===== config.mk =====
export PLATFORM = sky130hd
export DESIGN_NAME = regfile_sb
export DESIGN_NICKNAME = d
export VERILOG_FILES = /design/src/rtl/regfile_sb.sv
export SDC_FILE = /design/constraint.sdc
export NUM_CORES = 2
export LEC_CHECK = 0
export BUFFER_PORTS_ARGS = -buffer_cell sky130_fd_sc_hd__clkbuf_2
export CELL_PAD_IN_SITES_DETAIL_PLACEMENT = 1
export CELL_PAD_IN_SITES_GLOBAL_PLACEMENT = 1
export CORE_UTILIZATION = 55
export CTS_BUF_LIST = sky130_fd_sc_hd__clkbuf_16
export CTS_CLUSTER_DIAMETER = 120
export DETAILED_ROUTE_END_ITERATION = 7
export PLACE_DENSITY_LB_ADDON = 0.1
export SLEW_MARGIN = 30
export SYNTH_ARGS = -nofsm -noshare
export SYNTH_HDL_FRONTEND = slang
export SYNTH_SLANG_ARGS = --single-unit

===== constraint.sdc =====
create_clock -name clk -period 6.8 [get_ports clk]
set_input_delay 2.04 -clock clk [delete_from_list [all_inputs] [get_ports clk]]
set_output_delay 2.04 -clock clk [all_outputs]
set_load 0.05 [all_outputs]

===== src/rtl/regfile_sb.sv =====
// rtl/regfile_sb.sv - RV32IM integer register file with two write ports and busy scoreboard
//
// Purpose: NREGS x XLEN register file with NREAD combinational read ports,
// a main-pipeline write port (0), a long-latency write port (1) and a
// per-register busy scoreboard for long-latency destinations.
//
// Ports:
//   clk, rst_n                  clock (rising edge), async active-low reset
//   rsi / rs / rs_busy          read indices, read data, read-port busy flags
//   write_enable, rdi, rd       write port 0 (pipeline writeback)
//   lw_enable, lw_rdi, lw_rd    write port 1 (mul/div writeback, clears busy)
//   res_valid, res_rdi          reservation request (marks register busy)
//   wr_conflict                 registered: both write ports hit same index
//   busy_vec                    registered scoreboard state
module regfile_sb #(
  parameter int XLEN  = 32,
  parameter int NREGS = 32,
  parameter int NREAD = 2,
  localparam int IDXW = $clog2(NREGS)
) (
  input  logic                    clk,
  input  logic                    rst_n,
  input  logic [NREAD*IDXW-1:0]   rsi,
  output logic [NREAD*XLEN-1:0]   rs,
  output logic [NREAD-1:0]        rs_busy,
  input  logic                    write_enable,
  input  logic [IDXW-1:0]         rdi,
  input  logic [XLEN-1:0]         rd,
  input  logic                    lw_enable,
  input  logic [IDXW-1:0]         lw_rdi,
  input  logic [XLEN-1:0]         lw_rd,
  input  logic                    res_valid,
  input  logic [IDXW-1:0]         res_rdi,
  output logic                    wr_conflict,
  output logic [NREGS-1:0]        busy_vec
);

  logic [XLEN-1:0]  regs [NREGS];
  logic [NREGS-1:0] busy;

  // Port 1 is assigned last so it wins a same-index collision.
  always_ff @(posedge clk or negedge rst_n) begin
    if (!rst_n) begin
      for (int i = 0; i < NREGS; i++) regs[i] <= '0;
    end else begin
      if (write_enable && rdi != '0) regs[rdi] <= rd;
      if (lw_enable && lw_rdi != '0) regs[lw_rdi] <= lw_rd;
    end
  end

  // A new reservation beats a writeback clear of the same register.
  always_ff @(posedge clk or negedge rst_n) begin
    if (!rst_n) begin
      busy <= '0;
    end else begin
      busy[0] <= 1'b0;
      for (int i = 1; i < NREGS; i++) begin
        if (res_valid && res_rdi == IDXW'(i))
          busy[i] <= 1'b1;
        else if (lw_enable && lw_rdi == IDXW'(i))
          busy[i] <= 1'b0;
      end
    end
  end

  always_ff @(posedge clk or negedge rst_n) begin
    if (!rst_n)
      wr_conflict <= 1'b0;
    else
      wr_conflict <= write_enable && lw_enable && (rdi == lw_rdi) && (rdi != '0);
  end

  assign busy_vec = busy;

  for (genvar k = 0; k < NREAD; k++) begin : g_read
    logic [IDXW-1:0] idx;
    logic [XLEN-1:0] data;
    logic            lw_hit;
    logic            wr_hit;

    assign idx    = rsi[k*IDXW +: IDXW];
    assign lw_hit = lw_enable && (lw_rdi == idx);
    assign wr_hit = write_enable && (rdi == idx);

    // Forwarding keeps decode from seeing stale data; reset forces zero so
    // in-flight writes presented during reset cannot leak onto the bus.
    always_comb begin
      data = '0;
      if (!rst_n || idx == '0)
        data = '0;
      else if (lw_hit)
        data = lw_rd;
      else if (wr_hit)
        data = rd;
      else
        data = regs[idx];
    end

    assign rs[k*XLEN +: XLEN] = data;
    // The writeback cycle already forwards data, so the reader need not stall.
    assign rs_busy[k] = rst_n && busy[idx] && !lw_hit;
  end

endmodule


==> summary.txt <==
Run status
  • Status: complete, but fails checks
  • Failing checks: negative setup slack

Setup path
  • CP startpoint kind: input pin
  • Critical R2R Capture: regs[488]
  • CP endpoint: rs[19]
  • Crit path cell chain: buf_6, buf_12, nand2b_4, buf_12, o221ai_1, o22ai_1, a21oi_1, a221o_1, buf_12
  • Crit-path max cell delay: 0.85 ns
  • R2R Setup Slk: 5.82 ns
  • Crit-path slowest cell: a21oi_1
  • Worst reg-to-reg path cell count: 2
  • Worst R2R Start: regs[488]
  • Critical path buffer and inverter count: 4
  • Critical path origin: rsi[1]
  • CP dominant cell by count: buf_12
  • Crit path required time: 4.76 ns
  • CP max FO: 31
  • Worst setup path category: in -> out
  • Critical path data arrival time: about 4.9 ns
  • Crit end category: output pin
  • WP depth: 9
  • CP top delay family: compound AO/OA/AOI/OAI gates

STA
  • Unrepaired setup endpoints after global routing: no
  • Final Hold Fails: 0
  • Tightest Pin Transition: around 1.1 ns
  • Slew margin rel.: 27.2%
  • Setup TNS: -0.475 ns
  • Final period demand of the worst path: approximately 7 ns
  • Max Clk Rate: 144 MHz
  • Max Transition Viols Final: 0
  • Final period util: 102%
  • Fin worst setup slack: -0.126 ns
  • Final setup fails: 12
  • Skew final: 0 ns

Layout
  • Fin cells: 7908
  • P&R area growth vs syn: 11.6%
  • Design area: 75100 um^2
  • Share of layout cells above drive strength 1: approximately a fifth
  • Nets@finish: 6276

GRT
  • Tot GR Track Use: around half
  • Largest net degree at the start of global routing: approximately 170
  • Total grt overflow: 0
  • First-pass GRT wire length: 445 mm
  • Initial antenna violation count: 31
  • Vias in the first global route: 62300

Routing
  • Vias/cell: 7.66
  • # DRC: 0
  • Final WL: 308 mm
  • Routed len/inst: 39.0 um
  • Initial DRC Count: 8777
  • Vias post-DR: 60600
  • Drt pass-1 iters: 6
  • Antenna Violating Nets Remaining: 0

Pwr
  • Net Sw Frac: between 30% and 40%
  • Combinational power share: 28.3%
  • Switch Pwr: 7.81 mW
  • Peak supply drop: 230 uV
  • Sequential share of power: between 40% and 50%
  • LEAKAGE: about 32 nW
  • Pint: 14.7 mW
  • Cell Pwr Density: about 300 nW/um^2
  • Clock power share: 29.6%
  • Total Power: about 22 mW

Synth
  • Asr flop ratio synth: 100%
  • Syn. warnings: 0
  • Synth top area cells: dfrtp_1, mux2i_1, mux4_2
  • Syn Area/Cell: 10.4 um^2
  • Sequential cell area fraction in the yosys report: 39.3%
  • Synth area leader: dfrtp_1
  • Synthesized cell area: just under 70000 um^2
  • #FFs+latches synth: 1056
  • EDFF count, synth: 0
  • Most common flop cell mapped by yosys: dfrtp_1
  • Netlist cell types: 62
  • Post-synth top area share: 39.3%
  • Syn Nets: 6574
  • Mapped Cells: approximately 6500

Floorplanning
  • Io pins: a little under 200
  • Die span in x: 352 um
  • Die area: 124000 um^2
  • Die Span Y: about 350 um
  • Core area: 121000 um^2
  • Initial core utilization: 55.8%
  • Rows: 127

Clock network
  • TritonCTS buffer count: 121
  • Clock latency on the worst-skew pair: 0.75 ns
  • Sink Count: 1056
  • Clock buffer depth: 3
  • H-tree lvl count: 3
  • Clock root cell: clkbuf_16
  • CTS tree: built
  • Clock transition at path regs: 0.06 ns

Placed design
  • IO Port Bufs: roughly 190
  • Inst Count DP: 7664
  • Post-Place Cell Area: 71000 um^2
  • DPL Wire Length: 181 mm
  • Routability cong.: 0.962

Min path
  • Worst Hold Class: reg -> reg

Flow run
  • Max-Cap Viols: 0
[logic make-up (layout without fill, tap and decap cells)]
group / Yosys count / in the layout / synth area share (%)
other: 1 / 17 / 0.00557
xor gates and xnor gates: 25 / 25 / 0.325
and+or+nand+nor: 1298 / 1298 / 7.65
AOI/OAI and AO/OA: 1485 / 1485 / 13.3
DFF: 1056 / 1056 / 39.3
buffers and inverters: 881 / 681 / 5.55
muxes: 1734 / 1734 / 33.9
[sequential cells by signal, indices dropped and copies added, names as in the netlist]
name         flops
busy_vec        31
wr_conflict      1
regs          1024
[layer usage]
layer,vias to the layer above,part of all wire (%),wire [um],global-route usage [%]
li1,23100,-,-,-
met1,30900,36,110000,64.4
met2,5067,41,127000,68.7
met5,-,0.11,346,0.510
met3,1495,15,46400,20.2
met4,38,8.1,24800,35.2
[layout make-up]
class | count | area [um^2]
repair buffers | 441 | 4850
clock inverters | 97 | 778
clock buffers | 124 | 3100
inverters | 19 | 73.8
multi-input cells | 4543 | 37800
diodes | 16 | 40.0
well taps | 1612 | 2020
flip-flops and latches | 1056 | 26400
fillers | 12400 | 45500
[stage by stage]
stage               worst slack, ns  hold WS [ns]  utilization [%]
global route                 0.0413         0.402             62.3
CTS                          0.0726         0.397             62.0
detailed placement           0.0782         0.384             58.8
global placement              0.112         0.378             58.6
finish                       -0.126         0.396             62.3
floorplan                     0.267         0.441                -
[power groups by stage]
stage | Sequential, mW | Clock, mW | Combinational [mW]
4_1_cts | 9.32 | 6.64 | 6.21
5_1_grt | 9.54 | 6.86 | 6.73
2_1_floorplan | 8.97 | 0 | 4.22
6_report | 9.44 | 6.66 | 6.37
3_3_place_gp | 9.25 | 0 | 5.84
3_5_place_dp | 9.37 | 0 | 6.16
[what timing repair did]
| item | 4_1_cts | 5_1_grt |
|---|---|---|
| hold buffers | 0 | 0 |
| setup endpoints to repair | 0 | 3 |
| gates resized for setup | 0 | 3 |
| buffers inserted | 0 | 0 |
[synth_stat cells (4+ instances only)]
library cell  instances
nand3_1              37
nor3_1                6
a32oi_1              16
buf_4                30
o21ai_1              18
nor4_1                6
nand2b_1             13
mux2i_1            1289
a21oi_1             603
and3_1                4
and2_1                6
o21ai_0             485
nor2_1              584
o221ai_1            122
clkbuf_2             21
mux4_2              438
a221o_1              31
mux2_2                5
o32ai_1               7
buf_2               179
a22oi_1              32
inv_1                18
nand2_1             602
o2111ai_1            31
o32ai_2              29
xnor2_1              13
nor2b_1              11
dfrtp_1            1056
xor2_1               12
nand4_1               5
buf_6                 9
clkbuf_1            540
o22ai_1              63
a22o_1               33
buf_1                83
[how the worst min path moves through the flow]
stage / startpoint / to / cells past startpoint
floorplan: regs[1000] / regs[1000] / 1
global placement: regs[1000] / regs[1000] / 0
detailed placement: regs[1001] / regs[1001] / 0
CTS: regs[995] / regs[995] / 0
global route: regs[1017] / regs[1017] / 0
finish: regs[992] / regs[992] / 0
[cells in the final DEF, fill, tap and decap left out, types with 27 or more instances in the layout]
cell type	instances
o32ai_2	29
buf_4	170
dfrtp_1	1056
clkbuf_2	116
mux4_2	438
a22o_1	33
buf_12	118
mux2i_1	1289
a221o_1	31
o221ai_1	122
inv_1	47
clkinv_1	27
o2111ai_1	31
nand3_1	36
o22ai_1	63
clkbuf_16	124
a21oi_1	600
a22oi_1	32
nor2_1	556
nand2_1	573
o21ai_0	485
Power figures use the tool's default switching activity.
